**config.mk**
```make
export PLATFORM = sky130hd
export DESIGN_NAME = bpsk_modulator
export DESIGN_NICKNAME = d
export VERILOG_FILES = /design/src/rtl/bpsk_modulator.sv
export SDC_FILE = /design/constraint.sdc
export NUM_CORES = 1
export LEC_CHECK = 0
export ABC_AREA = 0
export ABC_CLOCK_PERIOD_IN_PS = 3250
export CAP_MARGIN = 15
export CORE_MARGIN = 2
export CORE_UTILIZATION = 30
export DETAILED_ROUTE_END_ITERATION = 8
export GPL_TIMING_DRIVEN = 0
export PLACE_DENSITY_LB_ADDON = 0.12
export SYNTH_ARGS = -nofsm -noshare
export SYNTH_HDL_FRONTEND = slang
export SYNTH_SLANG_ARGS = --single-unit
```
**constraint.sdc**
```tcl
create_clock -name clk -period 3.25 [get_ports clk]
set_clock_uncertainty 0.05 [all_clocks]
set_input_delay 0.65 -clock clk [delete_from_list [all_inputs] [get_ports clk]]
set_output_delay 0.65 -clock clk [all_outputs]
set_load 0.05 [all_outputs]
```
**src/rtl/bpsk_modulator.sv**
```systemverilog
// bpsk_modulator: serial bit stream to BPSK carrier samples.
// Bits arrive over a valid/ready handshake. Each bit sets the carrier phase to
// 0 or pi for SAMPLES_PER_SYMBOL samples. Samples are paced by sample_en.
// A one-entry lookahead buffer lets consecutive symbols follow without a gap.
// Optional macro BPSK_DIFFERENTIAL_EN enables differential encoding.
// With the macro defined, tx = prev_tx ^ data at each symbol start.
module bpsk_modulator #(
    parameter int SAMPLE_WIDTH       = 8,
    parameter int PHASE_BITS         = 4,
    parameter int PHASE_STEP         = 1,
    parameter int SAMPLES_PER_SYMBOL = 16
) (
    input  logic                           clk,
    input  logic                           rst,
    input  logic                           sample_en,
    input  logic                           bit_in,
    input  logic                           bit_valid,
    output logic                           bit_ready,
    output logic signed [SAMPLE_WIDTH-1:0] sample_out,
    output logic                           sample_valid,
    output logic                           busy
);

    localparam int  N       = 1 << PHASE_BITS;
    localparam int  AMP_MAX = (1 << (SAMPLE_WIDTH - 1)) - 1;
    localparam int  CNT_W   = $clog2(SAMPLES_PER_SYMBOL);
    localparam real PI      = 3.14159265358979323846;

    localparam logic [CNT_W-1:0]      LAST_CNT = CNT_W'(SAMPLES_PER_SYMBOL - 1);
    localparam logic [PHASE_BITS-1:0] STEP     = PHASE_BITS'(PHASE_STEP % N);

    typedef enum logic {
        ST_IDLE   = 1'b0,
        ST_ACTIVE = 1'b1
    } state_t;

    // Sine table entry, evaluated at elaboration only. The angle is folded
    // into [-pi, pi] so a short Taylor series is exact to well below one LSB.
    // Rounding is half away from zero. The result is clamped to
    // +/-AMP_MAX, so negating an entry can never overflow.
    function automatic logic signed [SAMPLE_WIDTH-1:0] lutEntry(input int k);
        real ang;
        real x2;
        real term;
        real sum;
        real scaled;
        int  v;
        ang = 2.0 * PI * real'(k) / real'(N);
        if (ang > PI) begin
            ang = ang - 2.0 * PI;
        end
        x2   = ang * ang;
        term = ang;
        sum  = ang;
        for (int n = 1; n <= 12; n++) begin
            term = -term * x2 / real'((2 * n) * (2 * n + 1));
            sum  = sum + term;
        end
        scaled = real'(AMP_MAX) * sum;
        if (scaled >= 0.0) begin
            v = $rtoi(scaled + 0.5);
        end else begin
            v = -$rtoi(0.5 - scaled);
        end
        if (v > AMP_MAX) begin
            v = AMP_MAX;
        end
        if (v < -AMP_MAX) begin
            v = -AMP_MAX;
        end
        return SAMPLE_WIDTH'(v);
    endfunction

    logic signed [SAMPLE_WIDTH-1:0] w_lut [N];

    for (genvar k = 0; k < N; k++) begin : g_lut
        localparam logic signed [SAMPLE_WIDTH-1:0] LUT_K = lutEntry(k);
        assign w_lut[k] = LUT_K;
    end

    state_t                         r_state;
    logic [PHASE_BITS-1:0]          r_phase;
    logic [CNT_W-1:0]               r_symCnt;
    logic                           r_curBit;
    logic                           r_nextBit;
    logic                           r_nextFull;
    logic signed [SAMPLE_WIDTH-1:0] r_sampleOut;
    logic                           r_sampleValid;

    state_t                         w_stateNext;
    logic [PHASE_BITS-1:0]          w_phaseNext;
    logic [CNT_W-1:0]               w_symCntNext;
    logic                           w_curBitNext;
    logic                           w_nextBitNext;
    logic                           w_nextFullNext;
    logic signed [SAMPLE_WIDTH-1:0] w_sampleOutNext;
    logic                           w_sampleValidNext;

    logic                           w_xfer;
    logic                           w_txFromIn;
    logic                           w_txFromBuf;
    logic signed [SAMPLE_WIDTH-1:0] w_lutVal;

    assign w_xfer   = bit_valid && !r_nextFull;
    assign w_lutVal = w_lut[r_phase];

`ifdef BPSK_DIFFERENTIAL_EN
    logic r_prevTx;
    logic w_prevTxNext;

    assign w_txFromIn  = r_prevTx ^ bit_in;
    assign w_txFromBuf = r_prevTx ^ r_nextBit;

    // The previous transmitted bit, held for differential encoding.
    always_ff @(posedge clk or posedge rst) begin
        if (rst) begin
            r_prevTx <= 1'b0;
        end else begin
            r_prevTx <= w_prevTxNext;
        end
    end
`else
    assign w_txFromIn  = bit_in;
    assign w_txFromBuf = r_nextBit;
`endif

    // State and datapath registers. rst clears them to the idle state.
    always_ff @(posedge clk or posedge rst) begin
        if (rst) begin
            r_state       <= ST_IDLE;
            r_phase       <= '0;
            r_symCnt      <= '0;
            r_curBit      <= 1'b0;
            r_nextBit     <= 1'b0;
            r_nextFull    <= 1'b0;
            r_sampleOut   <= '0;
            r_sampleValid <= 1'b0;
        end else begin
            r_state       <= w_stateNext;
            r_phase       <= w_phaseNext;
            r_symCnt      <= w_symCntNext;
            r_curBit      <= w_curBitNext;
            r_nextBit     <= w_nextBitNext;
            r_nextFull    <= w_nextFullNext;
            r_sampleOut   <= w_sampleOutNext;
            r_sampleValid <= w_sampleValidNext;
        end
    end

    // Next-state logic covers the handshake, sample generation and the symbol
    // boundary. At a boundary the buffered bit is used first. If the buffer is
    // empty, a bit arriving that cycle is used instead. With neither, the
    // block returns to IDLE.
    always_comb begin
        w_stateNext       = r_state;
        w_phaseNext       = r_phase;
        w_symCntNext      = r_symCnt;
        w_curBitNext      = r_curBit;
        w_nextBitNext     = r_nextBit;
        w_nextFullNext    = r_nextFull;
        w_sampleOutNext   = r_sampleOut;
        w_sampleValidNext = sample_en;
`ifdef BPSK_DIFFERENTIAL_EN
        w_prevTxNext      = r_prevTx;
`endif
        case (r_state)
            ST_IDLE: begin
                if (sample_en) begin
                    w_sampleOutNext = '0;
                end
                if (w_xfer) begin
                    w_stateNext  = ST_ACTIVE;
                    w_curBitNext = w_txFromIn;
                    w_phaseNext  = '0;
                    w_symCntNext = '0;
`ifdef BPSK_DIFFERENTIAL_EN
                    w_prevTxNext = w_txFromIn;
`endif
                end
            end
            ST_ACTIVE: begin
                if (w_xfer) begin
                    w_nextBitNext  = bit_in;
                    w_nextFullNext = 1'b1;
                end
                if (sample_en) begin
                    w_sampleOutNext = r_curBit ? -w_lutVal : w_lutVal;
                    w_phaseNext     = r_phase + STEP;
                    w_symCntNext    = r_symCnt + CNT_W'(1);
                    if (r_symCnt == LAST_CNT) begin
                        w_symCntNext = '0;
                        if (r_nextFull) begin
                            w_curBitNext   = w_txFromBuf;
                            w_nextFullNext = 1'b0;
`ifdef BPSK_DIFFERENTIAL_EN
                            w_prevTxNext   = w_txFromBuf;
`endif
                        end else if (w_xfer) begin
                            w_curBitNext   = w_txFromIn;
                            w_nextFullNext = 1'b0;
`ifdef BPSK_DIFFERENTIAL_EN
                            w_prevTxNext   = w_txFromIn;
`endif
                        end else begin
                            w_stateNext = ST_IDLE;
                            w_phaseNext = '0;
`ifdef BPSK_DIFFERENTIAL_EN
                            w_prevTxNext = 1'b0;
`endif
                        end
                    end
                end
            end
            default: begin
                w_stateNext = ST_IDLE;
            end
        endcase
    end

    assign bit_ready    = !r_nextFull;
    assign busy         = (r_state == ST_ACTIVE);
    assign sample_out   = r_sampleOut;
    assign sample_valid = r_sampleValid;

endmodule

```
# Word-level counts from Yosys, hierarchy flattened
# Memories as Yosys holds them, arrays and structs flattened.
# Cells that the tools add are included.
# word_totals
register_bits,21
rom_bits,128
in_bits,5
output_inout_bits,11
wordCells,56
memories,1
# op_classes
n_addsub,3
n_lt_le_gt_ge,1
n_eq_ne,5
n_mux,30
bitwise,2
reduce_logical,6
# memory_table
memory,words,word_bits,read_ports,rd_clocked_by_memory_dff,write_ports,line,text
(no name shown),16,8,1,0,0,105,assign w_lutVal = w_lut[r_phase];
# op_table
op,n
two-way mux 8 bit,5
two-way mux 4 bit,7
case mux 4 bit (2 select lines),2
case mux 8 bit (2 select lines),1
two-way mux 1 bit,13
"adder 4 x 1 -> 4 bit, second input constant",2
negation 8 bit,1
AND reduction 2 bit,4
"!= test 2 bit, second input constant",3
"greater-or-equal comparator 5 bit, second input constant",1
NOT 4 -> 5 bit,1
"== test 4 bit, second input constant",1
case mux 1 bit (2 select lines),2
"!= test 2 x 1 -> 1 bit, second input constant",1
logical AND 1 bit,1
zero test 1 bit,1
NOT 1 bit,1

# Longest topological paths before layout
# logic_depth
depth_word,8
ltp_mapped,8
depth_no_buf,8

# Worst setup path after synthesis
# No wires, ideal clock.
# synth_timing
path_type,flip-flop to flip-flop
startpoint,reg r_phase[0]
endpoint,"reg r_sampleOut[6], in the netlist sample_out[6]"
setup_ns,0.122
arrival_time_ns,2.097
t_required_ns,3.078
setup_slack_ns,0.981
stages_incl_launch_ff,9
path_buffers,0
synth_period_minus_slack_ns,2.269
path_cell_list,dfrtp_1 -> inv_1 -> ha_1 -> or3b_4 -> a21oi_4 -> ha_1 -> o211ai_1 -> a21o_1 -> a32o_1
# synth_between
elab_chain_cells,8
# synth_rtl
item,line,text
"start, declared",82,logic [PHASE_BITS-1:0] r_phase;
"start signal, assigned",140,r_phase <= w_phaseNext;
NOT 4 -> 5 bit (not written as such) (*),105,
memory (16 x 8 bit) (*),n/a,
two-way mux 8 bit (not written as such) (*) (2 in a row),105,
negation 8 bit,187,w_sampleOutNext = r_curBit ? -w_lutVal : w_lutVal;
two-way mux 8 bit (*),187,
two-way mux 8 bit (*),186,if (sample_en) begin
case mux 8 bit (2 select lines) (*),166,case (r_state)
"end signal, assigned",145,r_sampleOut <= w_sampleOutNext;
"end, declared",87,logic signed [SAMPLE_WIDTH-1:0] r_sampleOut;
# Every way passes the cells marked *; elsewhere a longest branch is shown, timed or not. The select of a mux whose other input is x is not followed.
# A chain may end at the register's enable or synchronous reset.

# Worst setup path after layout
# Ends and elaborated chain as after synthesis.

==> qor.csv <==
metric,value,unit
die_area,0.00503,mm²
ant_nets,0,
htreeDepth,1,
avgSynthCellArea,9.40,µm²
fin_tns_setup,0,ps
path_class,flip-flop to flip-flop,
min_path_cells,2,
chipHeight,70.9,µm
cts_setup_buffers,0,
clock_sinks,21,
cp_top_family,compound AO/OA/AOI/OAI gates,
r2r_setup_slack,740,ps
cp_num_buf_inv,1,
hold_class,flip-flop to flip-flop,
hp-start,sample_out[3]$_DFFE_PP0P_,
grt_use_total,12.7,%
finalSetupViolCount,0,
cp.required,3360,ps
hpwl,2.19,mm
status,"complete, no violations",
final_layout_size_suffix_gt1_share,9.88,%
synth_top_family_by_area,compound AO/OA/AOI/OAI gates,
coreArea,0.00432,mm²
cts-hold-fix-buffers,0,
tritoncts,built,
grt_max_degree,22,
cts.repair.resized,0,
r2r_cells,8,
core.rowCount,24,
p_total,1.35,mW
synth-compound-area-share,24.3,%
clock.fmax,398,MHz
nNetsFinal,176,
period_share,77.2,%
rsz0062_at_grt,false,
drv_cap,0,
cp-end-kind,flip-flop,
maxSlewViolCount,0,
critical-path-slowest-cell,dfrtp_1,
ys_seq_area_share,39.1,%
clk_latency,260,ps
post_drt_wl_per_cell,13.9,µm
syn_inst,143,
ys_ff_latch,21,
cts_buffer_depth,2,
via_per_inst,5.22,
synthXorXnorAreaFrac,1.30,%
hold_viol,0,
synth.distinct_cells,50,
gp_congestion,0.739,
cp_max_fo,10,
start_util,31.1,%
cpPeakStageDelay,570,ps
antenna_found_initial,0,
routed_wl,2.97,mm
syn_nets,156,
slew_headroom,44.7,%
placed_cells,210,
grt_pass1_vias,1102,
synth_simple_gate_area_share,19.6,%
die_w,70.9,µm
ys_warn_count,0,
ios,16,
cp-start-kind,flip-flop,
grt-ovfl-total,0,
port_buffers,15,
r2r-start,r_phase[0]$_DFFE_PP0P_,
syn_to_final_growth,19.6,%
drtIter0Drc,43,
first_pass_iters,4,
synthFlopType,dfrtp_1,
cts_made_buffers,3,
power_density,843,mW/mm²
crit_arrival,2620,ps
ir_drop,0.287,mV
r2r-end,sample_out[6]$_DFFE_PP0P_,
drc,0,
crit_path_cell_trace,inv_1 -> ha_1 -> or3b_4 -> a21oi_4 -> ha_1 -> o211ai_1 -> a21o_1 -> a32o_1,
min_to,sample_out[3]$_DFFE_PP0P_,
cp_common_cell,ha_1,
vias,1118,
syn_area,0.00134,mm²
synth-async-reset-ratio,100,%
cts_root_buf,clkbuf_8,
synthAdderAreaFrac,7.45,%
grt_pass1_wl,5.18,mm
synth_mux_area_share,3.54,%
leakage,0.697,nW
diodes,0,
stdcell_count,214,
clk_pin_slew,90,ps
period_minus_slack,2510,ps
fin_util,37.2,%
synth_edf_count,0,
worst_slew_pin_slew,829,ps
whs,445,ps
==> power by group <==
group / internal [mW] / switching (mW)
Clock: 0.0867 / 0.0948
Sequential: 0.351 / 0.0726
Combinational: 0.308 / 0.442
Total: 0.745 / 0.610
==> registers in the layout, indices dropped and copies added (netlist names) <==
name	cells
busy	1
r_nextBit	1
r_nextFull	1
sample_valid	1
sample_out	8
r_symCnt	4
r_curBit	1
r_phase	4
==> cell usage in the layout, fill, tap and decap left out, types with 2 or more instances in the layout <==
cell	synthesis	routed
dfrtp_1	21	21
nand2b_1	4	4
o21ai_0	8	8
a22o_1	3	3
nor2_1	6	6
a22oi_1	3	3
a21o_1	2	2
o31ai_1	2	2
ha_1	8	8
buf_2	3	3
o21ai_1	3	3
o21a_1	2	2
clkbuf_1	2	2
nor2b_1	3	3
o211ai_1	3	3
clkdlybuf4s50_1	0	15
nand2_1	19	19
inv_1	7	7
a21oi_1	5	5
and2_1	2	2
clkbuf_8	0	3
nand3_1	7	7
==> cell usage after synthesis (all sizes together) (2+ instances only) <==
cell type	number	share of area, %
nand3	7	2.6
a22o	3	2.0
nand2	19	5.3
o21ai	11	4.1
nor2	6	1.7
or3b	2	1.5
clkbuf	2	0.56
dfrtp	21	39
and2	2	0.93
o21a	2	1.1
o211ai	4	2.6
ha	8	7.4
a21oi	7	3.7
o31ai	2	1.1
inv	7	2.0
nor2b	3	1.4
nand2b	4	1.9
a21o	2	1.1
buf	4	2.0
a22oi	3	1.7
==> area by class of cell <==
cell class / count / area (µm²)
plain buffers: 6 / 33.8
clock buffers: 3 / 41.3
clock inverters: 1 / 7.51
fillers: 442 / 2720
inverters: 8 / 30.0
multi-input cells: 108 / 754
flip-flops and latches: 21 / 526
well taps: 52 / 65.1
repair buffers: 15 / 150
==> how the worst max path moves through the flow <==
| stage | slack [ps] | cells past startpoint | endpoint | start |
|---|---|---|---|---|
| floorplan | 980 | 8 | sample_out[6]$_DFFE_PP0P_ | r_phase[0]$_DFFE_PP0P_ |
| global placement | 760 | 8 | sample_out[6]$_DFFE_PP0P_ | r_phase[0]$_DFFE_PP0P_ |
| detailed placement | 740 | 7 | sample_out[5]$_DFFE_PP0P_ | r_phase[0]$_DFFE_PP0P_ |
| CTS | 720 | 7 | sample_out[5]$_DFFE_PP0P_ | r_phase[0]$_DFFE_PP0P_ |
| global route | 520 | 8 | sample_out[6]$_DFFE_PP0P_ | r_phase[0]$_DFFE_PP0P_ |
| finish | 740 | 8 | sample_out[6]$_DFFE_PP0P_ | r_phase[0]$_DFFE_PP0P_ |
==> kinds of logic after synthesis <==
| kind of cell | Yosys count |
|---|---|
| buf+inv | 14 |
| fa+ha+maj | 8 |
| xor+xnor | 2 |
| flops | 21 |
| mux | 3 |
| compound gates | 45 |
| simple gates | 50 |
==> through the flow <==
stage / setup WS [ps] / area (µm²)
2_1_floorplan: 981 / 1340
3_3_place_gp: 758 / 1560
3_5_place_dp: 743 / 1560
4_1_cts: 721 / 1610
5_1_grt: 518 / 1610
6_report: 740 / 1610
==> worst reg2reg max path: stages, from the launching register on <==
cell and delay (ps):
dfrtp_1 570, inv_1 180, ha_1 280, or3b_4 430
a21oi_4 160, ha_1 200, o211ai_1 110, a21o_1 200
a32o_1 240
==> layer usage <==
layer | global-route usage [%] | vias to the layer above | routed length (µm)
li1 | - | 559 | -
met1 | 16.9 | 538 | 1390
met2 | 21.5 | 19 | 1460
met3 | 2.99 | 2 | 98
met4 | 1.89 | 0 | 11
met5 | 0 | - | 0
(Power assumes the default switching activity.)
